===== src/rtl/tt_um_cache_ctrl.sv =====
// -----------------------------------------------------------------------------
// tt_um_cache_ctrl
//
// This is a direct-mapped cache controller demo tile. It has an internal
// 16 x 4-bit backing memory and is wrapped in a TinyTapeout-style pin
// interface. The cache holds 4 lines of 4-bit data:
//   - index = addr[1:0]
//   - tag   = addr[3:2]
//   - one valid bit per line
//
// Write policy is write-through with no write-allocate. A read miss allocates
// the line. The fill is delayed by MISS_LATENCY cycles to emulate a slow
// backing memory.
//
// Ports
//   clk      : single clock; all state changes happen on its rising edge
//   rst_n    : asynchronous reset, ACTIVE-HIGH despite the name
//   ena      : 1 = new commands may be accepted. An op already in flight
//              always completes.
//   ui_in    : [1:0] cmd (00 NOP, 01 INVALIDATE, 10 READ, 11 WRITE)
//              [5:2] addr, [7:6] unused
//   uio_in   : [3:0] write data, [7:4] unused
//   uo_out   : [3:0] rdata, [4] hit, [5] miss, [6] busy, [7] rdata_valid
//   uio_out  : constant 8'h00
//   uio_oe   : constant 8'h00 (all uio pins are inputs)
//
// Every uo_out bit comes straight from a flop. There is no combinational
// path from ui_in to uo_out.
// -----------------------------------------------------------------------------
module tt_um_cache_ctrl #(
  parameter int MISS_LATENCY = 2
) (
  input  logic       clk,
  input  logic       rst_n,
  input  logic       ena,
  input  logic [7:0] ui_in,
  input  logic [7:0] uio_in,
  output logic [7:0] uo_out,
  output logic [7:0] uio_out,
  output logic [7:0] uio_oe
);

  localparam int CW = (MISS_LATENCY < 1) ? 1 : $clog2(MISS_LATENCY + 1);
  localparam logic [CW-1:0] MISS_CNT = CW'(MISS_LATENCY);

  localparam logic [1:0] CMD_NOP   = 2'b00;
  localparam logic [1:0] CMD_INV   = 2'b01;
  localparam logic [1:0] CMD_READ  = 2'b10;
  localparam logic [1:0] CMD_WRITE = 2'b11;

  typedef enum logic [1:0] {
    ST_IDLE    = 2'd0,
    ST_COMPARE = 2'd1,
    ST_FILL    = 2'd2,
    ST_DONE    = 2'd3
  } state_e;

  state_e state_q, state_d;

  // Latched command
  logic [1:0] cmd_q,   cmd_d;
  logic [3:0] addr_q,  addr_d;
  logic [3:0] wdata_q, wdata_d;

  // Cache arrays and backing memory
  logic [3:0] valid_q, valid_d;
  logic [1:0] tag_q  [4];
  logic [1:0] tag_d  [4];
  logic [3:0] line_q [4];
  logic [3:0] line_d [4];
  logic [3:0] mem_q  [16];
  logic [3:0] mem_d  [16];

  // Fill countdown
  logic [CW-1:0] cnt_q, cnt_d;

  // Registered status and data outputs
  logic [3:0] rdata_q, rdata_d;
  logic       hit_q,   hit_d;
  logic       miss_q,  miss_d;
  logic       busy_q,  busy_d;
  logic       rdv_q,   rdv_d;

  // Decoded inputs and lookup result
  logic [1:0] cmd_in_s;
  logic [3:0] addr_in_s;
  logic [3:0] wdata_in_s;
  logic       accept_s;
  logic [1:0] idx_s;
  logic [1:0] tag_s;
  logic       hit_s;
  logic       fill_last_s;
  logic       unused_s;

  assign cmd_in_s   = ui_in[1:0];
  assign addr_in_s  = ui_in[5:2];
  assign wdata_in_s = uio_in[3:0];
  assign accept_s   = ena && (cmd_in_s != CMD_NOP);

  // Lookup always uses the latched address, never the live pins.
  assign idx_s = addr_q[1:0];
  assign tag_s = addr_q[3:2];
  assign hit_s = valid_q[idx_s] && (tag_q[idx_s] == tag_s);

  // "<= 1" rather than "== 1" makes a corrupted zero count still leave
  // FILL instead of wrapping round for a full counter period.
  assign fill_last_s = (cnt_q <= CW'(1));

  // These pins are not used by this design.
  assign unused_s = ^{ui_in[7:6], uio_in[7:4]};

  assign uo_out  = {rdv_q, busy_q, miss_q, hit_q, rdata_q};
  assign uio_out = 8'h00;
  assign uio_oe  = 8'h00;

  // State register
  always_ff @(posedge clk or posedge rst_n) begin
    if (rst_n) begin
      state_q <= ST_IDLE;
    end else begin
      state_q <= state_d;
    end
  end

  // Next-state logic
  always_comb begin
    state_d = state_q;
    case (state_q)
      ST_IDLE: begin
        if (accept_s) begin
          state_d = ST_COMPARE;
        end else begin
          state_d = ST_IDLE;
        end
      end
      ST_COMPARE: begin
        if ((cmd_q == CMD_READ) && !hit_s) begin
          state_d = ST_FILL;
        end else begin
          state_d = ST_DONE;
        end
      end
      ST_FILL: begin
        if (fill_last_s) begin
          state_d = ST_DONE;
        end else begin
          state_d = ST_FILL;
        end
      end
      ST_DONE: begin
        state_d = ST_IDLE;
      end
      default: begin
        state_d = ST_IDLE;
      end
    endcase
  end

  // Datapath and output next-state: command latch, cache/memory updates, status flags
  always_comb begin
    cmd_d   = cmd_q;
    addr_d  = addr_q;
    wdata_d = wdata_q;
    valid_d = valid_q;
    tag_d   = tag_q;
    line_d  = line_q;
    mem_d   = mem_q;
    cnt_d   = cnt_q;
    rdata_d = rdata_q;
    hit_d   = hit_q;
    miss_d  = miss_q;

    case (state_q)
      ST_IDLE: begin
        if (accept_s) begin
          cmd_d   = cmd_in_s;
          addr_d  = addr_in_s;
          wdata_d = wdata_in_s;
          hit_d   = 1'b0;
          miss_d  = 1'b0;
        end else begin
          cmd_d = cmd_q;
        end
      end

      ST_COMPARE: begin
        case (cmd_q)
          CMD_READ: begin
            if (hit_s) begin
              hit_d   = 1'b1;
              rdata_d = line_q[idx_s];
            end else begin
              miss_d = 1'b1;
              cnt_d  = MISS_CNT;
            end
          end
          CMD_WRITE: begin
            // Write-through: memory always takes the data. The cached copy
            // is only refreshed when the line already holds this address.
            mem_d[addr_q] = wdata_q;
            if (hit_s) begin
              line_d[idx_s] = wdata_q;
              hit_d         = 1'b1;
            end else begin
              miss_d = 1'b1;
            end
          end
          CMD_INV: begin
            valid_d = 4'b0000;
            hit_d   = 1'b0;
            miss_d  = 1'b0;
          end
          default: begin
            hit_d = hit_q;
          end
        endcase
      end

      ST_FILL: begin
        if (fill_last_s) begin
          cnt_d         = {CW{1'b0}};
          line_d[idx_s] = mem_q[addr_q];
          tag_d[idx_s]  = tag_s;
          valid_d       = valid_q | (4'b0001 << idx_s);
          rdata_d       = mem_q[addr_q];
        end else begin
          cnt_d = cnt_q - CW'(1);
        end
      end

      ST_DONE: begin
        cnt_d = {CW{1'b0}};
      end

      default: begin
        cnt_d = {CW{1'b0}};
      end
    endcase

    // busy and rdata_valid are derived from the next state so that the
    // flopped copies line up exactly with the state register.
    busy_d = (state_d != ST_IDLE);
    rdv_d  = (state_d == ST_DONE) && (cmd_q == CMD_READ);
  end

  // Datapath registers. Reset also re-initialises the backing memory to mem[i] = i.
  always_ff @(posedge clk or posedge rst_n) begin
    if (rst_n) begin
      cmd_q   <= CMD_NOP;
      addr_q  <= 4'h0;
      wdata_q <= 4'h0;
      valid_q <= 4'b0000;
      for (int i = 0; i < 4; i++) begin
        tag_q[i]  <= 2'b00;
        line_q[i] <= 4'h0;
      end
      for (int i = 0; i < 16; i++) begin
        mem_q[i] <= 4'(i);
      end
      cnt_q   <= {CW{1'b0}};
      rdata_q <= 4'h0;
      hit_q   <= 1'b0;
      miss_q  <= 1'b0;
      busy_q  <= 1'b0;
      rdv_q   <= 1'b0;
    end else begin
      cmd_q   <= cmd_d;
      addr_q  <= addr_d;
      wdata_q <= wdata_d;
      valid_q <= valid_d;
      tag_q   <= tag_d;
      line_q  <= line_d;
      mem_q   <= mem_d;
      cnt_q   <= cnt_d;
      rdata_q <= rdata_d;
      hit_q   <= hit_d;
      miss_q  <= miss_d;
      busy_q  <= busy_d;
      rdv_q   <= rdv_d;
    end
  end

endmodule


===== config.mk =====
export PLATFORM = sky130hd
export DESIGN_NAME = tt_um_cache_ctrl
export DESIGN_NICKNAME = d
export VERILOG_FILES = /design/src/rtl/tt_um_cache_ctrl.sv
export SDC_FILE = /design/constraint.sdc
export NUM_CORES = 1
export LEC_CHECK = 0
export ABC_CLOCK_PERIOD_IN_PS = 3900
export CAP_MARGIN = 20
export CORE_MARGIN = 2
export CORE_UTILIZATION = 25
export DETAILED_ROUTE_END_ITERATION = 10
export PLACE_DENSITY_LB_ADDON = 0.15
export SKIP_CTS_REPAIR_TIMING = 1
export SLEW_MARGIN = 0
export SYNTH_ARGS = -nofsm -noshare
export SYNTH_HDL_FRONTEND = slang
export SYNTH_SLANG_ARGS = --single-unit

===== constraint.sdc =====
create_clock -name clk -period 3.9 [get_ports clk]
set_input_delay 1.17 -clock clk [delete_from_list [all_inputs] [get_ports clk]]
set_output_delay 1.17 -clock clk [all_outputs]
set_load 0.02 [all_outputs]

==> out/results.txt <==
Run status: completed
Layout cell share with drive strength beyond 1: 33.0%
H-tree depth: 4
Fin crit period: 2.85 ns
Vias in the first global route: 3,751
Peak VDD IR: 263 uV
Min Hold Slack: 0.479 ns
Worst rel slew slack: 38.9%
Synth Register Bits: 114
Area Growth Syn to Fin: 18.5%
First-pass DRT Iterations: 6
Initial core utilization: 25.7%
WP data arrival: 3.14 ns
Final HPWL DP: 8950 um
Distinct cells, synth: 43
Buffers and inverters on the worst path: 1
Via count: 3,448
Clk Tree Root Cell: clkbuf_16
Avg Inst Size Synth: 12.4 um2
CTS Buffer Depth: 2
GP Congestion: 0.746
Iteration-0 DRC Markers: 122
Final Cycle Share: 73.0%
Synth Instances: 456
Die Width: 154 um
RSZ-0062 raised after global routing: no
Grt ovf: 0
Clock buffers created by TritonCTS: 17
Post-route ant nets: 0
Vias/cell: 4.49
Hold path depth: 1
WL final: 12,700 um
Die Area: 23,800 um2
DIE HEIGHT: 154 um
# fillers: 2,181
Slowest-stage cell, CP: dfrtp_1
First-pass GRT wire length: 20,900 um
Highest Clock Rate: 0.351 GHz
Worst path depth: 7
Mapped cell area: 5640 um2
Family with the most delay on the worst path: flip-flops
Clock sinks: 114
Register area share after synthesis: 51.3%
IO Count: 43
Overall track demand over capacity in global routing: 11.5%
CP required: 4.19 ns
# rows: 54
Leakage: 2.85 nW
Layout Skew: 0.0142 ns
Count of maximum capacitance violations: 0
Critical Path Most Common Cell: a21oi_1
Layout Utilization: 30.4%
Final Hold Fails: 0
Power Density: 863 nW/um2
Initial antenna violation count: 0
Final Net Count: 499
Setup TNS: 0 ns
Diodes inserted: 0
Worst min path class: reg2reg
Startpoint Class: register
Slew @ Worst Pin: 0.912 ns
Avg WL per Cell: 16.6 um
Placeable Area: 22,000 um2
CTS tree: yes
Final setup viols: 0
Crit-path max cell delay: 0.81 ns
DRC violations left: 0
Max Slew Vio Count: 0
Crit path capture type: register
Clock Latency Late Sink: 0.42 ns
Setup CP Type: reg2reg
Port Buffers: 20
Max Fanout on Critical Path: 22
Yosys warnings: 0
Critical path, cell by cell: buf_4 > nor2b_1 > a22o_1 > a21oi_1 > a21oi_1 > o21ai_0 > mux2_1
Worst-path clk slew: 0.06 ns
Flop-to-flop setup slack: 1.05 ns
R2R depth: 7
Largest net degree at the start of global routing: 45
-- registers in the layout (all words and copies together), names as in the netlist, 2 cells and up --
register	count
tag_q	8
cmd_q	2
wdata_q	4
line_q	16
cnt_q	2
valid_q	4
rdata_q	4
addr_q	4
mem_q	64
state_q	2
-- kinds of logic after synthesis --
group | share of synthesized area, %
simple gates | 8.35
flops | 51.3
xor+xnor | 0.600
fa+ha+maj | 1.11
mux | 25.0
compound gates | 8.42
other cells | 0.0665
buf+inv | 5.13
-- cell usage after synthesis --
cell type  instances  area share (%)
nand2_1           29             1.9
o211ai_1           1            0.13
a21o_1             4            0.53
nand2b_1          12             1.3
and3_1             2            0.22
mux4_2            13             5.2
buf_4             21             2.8
o31a_1             1            0.16
dfstp_2           32              15
xnor2_1            2            0.31
o21ai_2            3            0.47
dfrtp_1           82              36
and2_1             4            0.44
conb_1             1           0.067
nand3_1            4            0.36
mux2_2            63              13
buf_6              2            0.40
nor3b_1            1            0.13
o21ai_0           28             2.5
nor2b_1            6            0.67
nand4b_1           1            0.16
a211oi_1           2            0.27
nor4b_1            1            0.16
a31oi_1            7            0.78
mux2_1            13             2.6
mux2i_1           20             3.6
a21oi_1           16             1.4
and4bb_4           1            0.29
or2_2              2            0.22
inv_1              9            0.60
o211ai_4           1            0.38
ha_1               5             1.1
clkbuf_1          12            0.80
buf_2              6            0.53
o22ai_1            1            0.11
nor2_1            26             1.7
or4_1              1            0.13
nor4_1             2            0.22
a22o_1             9             1.4
xnor2_2            1            0.29
mux2_4             4             1.1
nor3_1             4            0.36
o32ai_2            1            0.29
-- final cells by class --
cell class	instances	area (um2)	area share [%]
clock inverter	14	179	2.68
multi-input combinational	307	2510	37.6
clock buffer	18	439	6.57
inverter	9	37.5	0.562
timing repair buffer	26	270	4.05
tap	280	350	5.24
sequential	114	2890	43.3
-- placed cells by master, fill, tap and decap left out, types with 16 or more instances in the layout --
master / count
dfstp_2: 32
clkbuf_16: 17
a21oi_1: 16
nor2_1: 26
mux2_2: 63
o21ai_0: 28
clkdlybuf4s50_1: 20
dfrtp_1: 81
mux2i_1: 20
conb_1: 16
nand2_1: 29
-- worst register-to-register path, stage by stage (launching register included) --
cell and delay [ns]:
dfrtp_1 0.81, buf_4 0.44, nor2b_1 0.32, a22o_1 0.20
a21oi_1 0.04, a21oi_1 0.30, o21ai_0 0.26, mux2_1 0.34
-- stage by stage --
step	instance area (um2)	power, mW	worst slack (ns)	cells
2_1_floorplan	5700	3.67	1.37	471
3_3_place_gp	6060	4.17	1.01	736
3_5_place_dp	6060	4.22	1.00	736
4_1_cts	6680	5.87	0.967	768
5_1_grt	6680	6.16	0.819	768
6_report	6680	5.77	1.05	768
-- power by group --
| group | internal [mW] | total [mW] | leakage [nW] | switching (mW) |
|---|---|---|---|---|
| Combinational | 0.959 | 1.88 | 1.16 | 0.924 |
| Sequential | 1.76 | 2.27 | 1.39 | 0.513 |
| Clock | 1.03 | 1.61 | 0.294 | 0.584 |
| Total | 3.75 | 5.77 | 2.85 | 2.02 |
-- metal layers --
metal	share of wire, %	vias up	track usage [%]	wire, um
met3	2.6	11	3.18	326
met1	47	1763	14.8	6030
li1	-	1633	-	-
met5	0	-	0	0
met4	0.97	0	3.20	123
met2	49	41	18.9	6250
-- worst paths after layout --
path,startpoint,end
setup / recovery,addr_q[0],line_q[10]
hold / removal,rdata_q[0],rdata_q[0]
setup reg to reg,addr_q[0],line_q[10]
hold reg to reg,rdata_q[0],rdata_q[0]
max in group asynchronous,rst_n,mem_q[3]
min in group asynchronous,rst_n,rdata_q[1]
Power figures use the tool's default switching activity.
